### config.mk
export PLATFORM = sky130hd
export DESIGN_NAME = demux_serial_driver
export DESIGN_NICKNAME = d
export VERILOG_FILES = /design/src/rtl/demux_pkg.sv /design/src/rtl/demux_piso_shreg.sv /design/src/rtl/demux_serial_driver.sv
export SDC_FILE = /design/constraint.sdc
export NUM_CORES = 1
export LEC_CHECK = 0
export CAP_MARGIN = 20
export CORE_MARGIN = 2
export CORE_UTILIZATION = 46
export CTS_BUF_LIST = sky130_fd_sc_hd__clkbuf_16
export DETAILED_ROUTE_END_ITERATION = 10
export GPL_TIMING_DRIVEN = 0
export PLACE_DENSITY = 0.76
export SKIP_CTS_REPAIR_TIMING = 1
export SLEW_MARGIN = 20
export SYNTH_ARGS = -nofsm -noshare
export SYNTH_HDL_FRONTEND = slang
export SYNTH_SLANG_ARGS = --single-unit
### constraint.sdc
create_clock -name clk -period 1.8 [get_ports clk]
set_clock_uncertainty 0.05 [all_clocks]
set_input_delay 0.36 -clock clk [delete_from_list [all_inputs] [get_ports clk]]
set_output_delay 0.36 -clock clk [all_outputs]
set_load 0.01 [all_outputs]
### src/rtl/demux_pkg.sv
// demux_pkg: shared state type and Demux geometry for the serial driver
package demux_pkg;

    typedef enum logic [1:0] {IDLE, SHIFT, GAP} drv_state_t;

    localparam int DEMUX_SEL_W    = 2;
    localparam int DEMUX_CHANNELS = 4;

endpackage

### src/rtl/demux_piso_shreg.sv
// demux_piso_shreg: parallel-load shift register presenting one bit per shift
module demux_piso_shreg #(
    parameter int DATA_W    = 8,
    parameter bit LSB_FIRST = 1'b1
) (
    input  logic              clk,
    input  logic              rst,
    input  logic              load_i,
    input  logic              shift_i,
    input  logic [DATA_W-1:0] data_i,
    output logic              bit_o
);

    logic [DATA_W-1:0] sh_q, sh_d;

    // load wins over shift; zero fill drains the word so the output idles low after a frame
    always_comb sh_d = load_i ? data_i : shift_i ? (LSB_FIRST ? sh_q >> 1 : sh_q << 1) : sh_q;

    // shift register state
    always_ff @(posedge clk)
        if (rst) sh_q <= '0;
        else     sh_q <= sh_d;

    assign bit_o = LSB_FIRST ? sh_q[0] : sh_q[DATA_W-1];

endmodule

### src/rtl/demux_serial_driver.sv
// demux_serial_driver: serialises a word onto Demux D while holding S at the chosen channel
module demux_serial_driver
    import demux_pkg::*;
#(
    parameter int DATA_W     = 8,
    parameter int SEL_W      = DEMUX_SEL_W,
    parameter int GAP_CYCLES = 1,
    parameter bit LSB_FIRST  = 1'b1
) (
    input  logic              clk,
    input  logic              rst,
    input  logic              in_valid,
    output logic              in_ready,
    input  logic [DATA_W-1:0] in_data,
    input  logic [SEL_W-1:0]  in_chan,
    output logic              D,
    output logic [SEL_W-1:0]  S,
    output logic              bit_strobe,
    output logic              busy,
    output logic              frame_done
);

    localparam int BW = DATA_W > 1 ? $clog2(DATA_W) : 1;
    localparam int GW = GAP_CYCLES > 1 ? $clog2(GAP_CYCLES) : 1;
    localparam logic [BW-1:0] LAST_BIT = BW'(DATA_W - 1);
    localparam logic [GW-1:0] LAST_GAP = GW'(GAP_CYCLES > 0 ? GAP_CYCLES - 1 : 0);

    drv_state_t    state_q;
    logic [BW-1:0] bit_cnt_q;
    logic [GW-1:0] gap_cnt_q;
    logic          accept;

    assign in_ready = (state_q == IDLE) && !rst;
    assign accept   = in_valid && in_ready;

    // D comes straight from a flop in the shift register, so it is registered and idles at 0
    demux_piso_shreg #(
        .DATA_W   (DATA_W),
        .LSB_FIRST(LSB_FIRST)
    ) u_shreg (
        .clk    (clk),
        .rst    (rst),
        .load_i (accept),
        .shift_i(state_q == SHIFT),
        .data_i (in_data),
        .bit_o  (D)
    );

    // frame sequencer: IDLE -> SHIFT -> GAP -> IDLE with registered S/strobe/busy/done
    always_ff @(posedge clk)
        if (rst) begin
            state_q    <= IDLE;
            bit_cnt_q  <= '0;
            gap_cnt_q  <= '0;
            S          <= '0;
            bit_strobe <= 1'b0;
            busy       <= 1'b0;
            frame_done <= 1'b0;
        end else begin
            frame_done <= 1'b0;
            case (state_q)
                IDLE:
                    if (accept) begin
                        state_q    <= SHIFT;
                        S          <= in_chan;
                        bit_strobe <= 1'b1;
                        busy       <= 1'b1;
                    end
                SHIFT:
                    if (bit_cnt_q == LAST_BIT) begin
                        state_q    <= (GAP_CYCLES > 0) ? GAP : IDLE;
                        busy       <= GAP_CYCLES > 0;
                        bit_strobe <= 1'b0;
                        frame_done <= 1'b1;
                        bit_cnt_q  <= '0;
                    end else begin
                        bit_cnt_q <= bit_cnt_q + 1'b1;
                    end
                GAP:
                    if (gap_cnt_q == LAST_GAP) begin
                        state_q   <= IDLE;
                        busy      <= 1'b0;
                        gap_cnt_q <= '0;
                    end else begin
                        gap_cnt_q <= gap_cnt_q + 1'b1;
                    end
                default: state_q <= IDLE;
            endcase
        end

endmodule

# Word level (Yosys, flattened, before mapping)
# Cells that the tools add are included.
# totals
reg_bits,19
latch_bits,0
mem_bits_rw,0
mem_bits_ro,0
inputBits,13
word_cells,44
mem_count,0
# classes
n_addsub,2
mul,0
div_mod_pow,0
n_lt_le_gt_ge,0
eq_ne,6
shifts,0
n_mux,15
n_bitwise,1
reduce_logical,12
# op_table
cell,count
8-bit two-way mux,2
1-bit two-way mux,6
2-bit two-way mux,3
2-bit one-hot mux with 3 select lines,1
3-bit AND reduction,2
"2-bit inequality test, second input constant",2
4-bit AND reduction,1
2-bit nonzero test,2
"3-bit by 1-bit adder with 3-bit output, second input constant",1
"3-bit == test, second input constant",1
3-bit two-way mux,1
1-bit one-hot mux with 3 select lines,1
3-bit nonzero test,1
"2-bit by 1-bit == test with 1-bit output, second input constant",1
"2-bit == test, second input constant",1
1-bit logical AND,2
2-bit zero test,1
"2-bit by 1-bit inequality test with 1-bit output, second input constant",1
1-bit one-hot mux with 2 select lines,1
2-bit AND reduction,1
2-bit OR reduction,1
"1-bit adder, second input constant",1
1-bit zero test,1
1-bit NOT,1

# Logic depth before layout (Yosys ltp)
# logic_depth
depth_word,5
mapped_depth,5

# By module
# Synthesis repeated with hierarchy kept, for this count alone.
# unflattened
hier_cells,78
hier_area_um2,814.5
# by_module_without_submodules
module,n_inst,cells_per_inst,area_per_inst_um2,seq_area_each_um2
demux_serial_driver,1,43,445.4,200.2
demux_piso_shreg,1,35,369.1,160.2

# Worst setup path before layout
# OpenSTA, ideal clock, no wires.
# synth_path
kind,register -> register
startpoint,register state_q[1]
endpoint,register u_shreg.sh_q[1]
setup_time_ns,0.132
t_arrival_ns,1.219
path_slack_ns,0.399
stages_incl_launch_ff,6
path_buffers,2
cell_sequence,dfxtp_1 -> buf_6 -> or4b_4 -> buf_6 -> nand3_1 -> a21oi_1
# synth_via
elab_chain_cells,4
# synth_rtl
item,line_no,source
from (decl),demux_serial_driver.sv:28,drv_state_t state_q;
from (signal assigned),demux_serial_driver.sv:71,state_q <= (GAP_CYCLES > 0) ? GAP : IDLE;
2-bit zero test,demux_serial_driver.sv:33,assign in_ready = (state_q == IDLE) && !rst;
1-bit logical AND,demux_serial_driver.sv:33,
1-bit logical AND,demux_serial_driver.sv:34,assign accept = in_valid && in_ready;
8-bit two-way mux / 2-bit nonzero test (equally long branches),--,
to (signal assigned),demux_piso_shreg.sv:21,if (rst) sh_q <= '0;
to (signal assigned),demux_piso_shreg.sv:22,else sh_q <= sh_d;
to (decl),demux_piso_shreg.sv:14,"logic [DATA_W-1:0] sh_q, sh_d;"
# Several ways; a longest one is shown, not always the timed one.
# A chain may end at the register's enable or synchronous reset.

# Worst setup path in the final report
# layout_path
startpoint,input port rst
endpoint,output port in_ready
# layout_via
elab_chain_cells,2
# layout_rtl
item,line_no,source
from (decl),demux_serial_driver.sv:11,"input logic rst,"
1-bit zero test,demux_serial_driver.sv:33,
1-bit logical AND,demux_serial_driver.sv:33,
to (decl),demux_serial_driver.sv:13,"output logic in_ready,"
# Every way passes these cells.

==> summary.md <==
| Metric | Value |
|---|---|
| Status | finished, final reports clean |
| Pleak | 0.419 nW |
| Nets | 123 |
| M1 GR Usage | a little under a fifth |
| DRC viols | 0 |
| Data required, critical path | 1.39 ns |
| Clock root buffer | clkbuf_16 |
| Via-to-Cell Ratio | 5.48 |
| Num ports | 20 |
| Final hold vios | 0 |
| TritonCTS Buffers | 3 |
| PwrDens | 948 nW/um^2 |
| Clock network latency to the later pin of the worst-skew pair | 0.24 ns |
| Global Route Usage Sum | 16.5% |
| Post-route minimum period | 1.73 ns |
| Critical path fanouts, max | 10 |
| CP arrival | 1.32 ns |
| Global-route wire length before repair | 2440 um |
| Worst setup EP type | primary output |
| GP Congestion | 0.707 |
| Share of the synthesized area in the top cell type | 45.8% |
| Synthesized instance count | 84 |
| Max VDD drop | 0.677 mV |
| Worst hold slack | between 0.4 and 0.5 ns |
| Final Max Slew Viols | 0 |
| Fmax | 578 MHz |
| Core area | 1560 um^2 |
| Area leader, netlist | dfxtp_1 |
| Syn Std Cell Area | just under 800 um^2 |
| Syn_area_per_cell | 9.37 um^2 |
| Final Setup Violations | 0 |
| TritonCTS clock tree | done |
| Yosys reg bits | 18 |
| Sequential cell area | 360 um^2 |
| Worst-Margin Slew | 0.583 ns |
| Fin util | between 60% and 70% |
| Maximum number of pins on one net before global-route repair | 11 |
| Initial Utilization | 50.5% |
| Most frequent cells in the layout | dfxtp_1 (18), clkdlybuf4s50_1 (18), a21oi_1 (12) |
| I/O Buffers | 19 |
| Setup CP Type | input port to primary output |
| RSZ-0062 raised after global routing | false |
| # fillers | 136 |
| Die area | 2060 um^2 |
| Met3 Use GR | between 3 and 4% |
| Synth cell types | 25 |
| Tot Pwr | 0.00103 W |
| Max-slew headroom | about three fifths |
| Area Growth Syn to Fin | 37.5% |
| Multi-input logic area | 380 um^2 |
| Synth warn | 0 |
| Row cnt | 14 |
| Initial antenna violation count | 0 |
| Maxcap violations | 0 |
| GR peak layer | met2 |
| Inserted Diodes | 0 |
| Worst-path clk slew | 0.05 ns |
| Met2 usage | 28.0% |
| DR WL/cell | approximately 12 um |
| Die W | 45.4 um |
| Routed Antenna Nets | 0 |
| Vias | 668 |
| Chip height | between 40 and 50 um |
| Top cells by area, synth | dfxtp_1 (46%), a21oi_1 (7.6%), a22oi_1 (5.7%) |
| DRT iter0 DRCs | 6 |
| Final worst path period share | between 90% and 100% |
| Post-synthesis sequential area ratio | 45.8% |
| Number of global-route vias before repair | 623 |
| GRT overflow | 0 |
| Clk sinks | 18 |
| H-Tree Depth | 1 |
| Hold Crit Class | flop to flop |
| Fraction of layout cells with a size suffix above 1 | 12.3% |
| DR pass1 iterations | 4 |
| Startpoint class of the critical path | input port |
| Max clock buf depth | 2 |
| Hpwl dp | between 1000 and 1500 um |
| Post-Syn Nets | 99 |
| Total Wirelength | ~1500 um |
state kept, by name, indices dropped and copies added (netlist names):
register,flops
S,2
busy,1
bit_cnt_q,3
state_q,2
u_shreg.sh_q,8
bit_strobe,1
frame_done,1
final cells by class:
| class | instances | area share, % |
|---|---|---|
| inverter | 1 | 0.347 |
| timing repair buffer | 19 | 17.8 |
| clock buffer | 3 | 6.94 |
| sequential | 18 | 33.3 |
| tap | 16 | 1.85 |
| multi-input combinational | 59 | 35.1 |
| buffer | 6 | 4.62 |
per-stage QoR:
stage                     std cells  worst slack [ns]  setup TNS (ns)  instance area, um^2
after floorplan                  84             0.399               0                  787
after global placement          119            -0.452           -1.95                  997
after detailed placement        119            -0.450           -2.17                  997
after CTS                       122            -0.482          -0.482                 1070
after global routing            122            0.0209               0                 1080
final                           122            0.0710               0                 1080
worst max-delay path: stages:
cell and delay [ns]:
clkdlybuf4s50_1 0.49, buf_6 0.18, nor3_1 0.11, dlymetal6s2s_1 0.18
cells in the mapped netlist (all sizes together):
master,instances
a21oi,12
clkbuf,2
nand3,7
dfxtp,18
nand3b,2
nor2,3
nor2b,3
nor4b,1
nor3,3
a211oi,1
o21bai,2
or2b,1
inv,1
a22oi,6
and2b,1
nand2,10
o21ai,2
or4b,1
ha,2
o31ai,1
buf,4
mux2i,1
worst paths after layout:
path	cells past startpoint	startpoint	slack, ns	to
worst max-delay path	4	rst	0.07	in_ready
worst min-delay path	2	u_shreg.sh_q[1]$_SDFFE_PP0P_	0.40	u_shreg.sh_q[0]$_SDFFE_PP0P_
worst max register to register	5	state_q[1]$_SDFFE_PP0P_	0.34	u_shreg.sh_q[4]$_SDFFE_PP0P_
worst min register to register	2	u_shreg.sh_q[1]$_SDFFE_PP0P_	0.40	u_shreg.sh_q[0]$_SDFFE_PP0P_
cell families (layout without fill, tap and decap cells):
logic type      Yosys count  after routing  synth area share [%]
fa+ha+maj                 2              2                  3.18
mux                       1              1                  1.27
simple gates             32             32                  25.4
compound gates           24             24                  18.4
buf+inv                   7             29                  5.88
flops                    18             18                  45.8
routing by layer:
layer / vias to the layer above / routed length (um)
met5: - / 0
met3: 5 / 63
met4: 0 / 30
met1: 301 / 741
li1: 345 / -
met2: 17 / 669
where the power goes:
part	leakage [nW]	switching, W	internal [W]
Sequential	0.147	0.0000187	0.000426
Combinational	0.234	0.0000707	0.0000866
Clock	0.0370	0.000133	0.000291
Total	0.419	0.000223	0.000804
(Power assumes the default switching activity.)
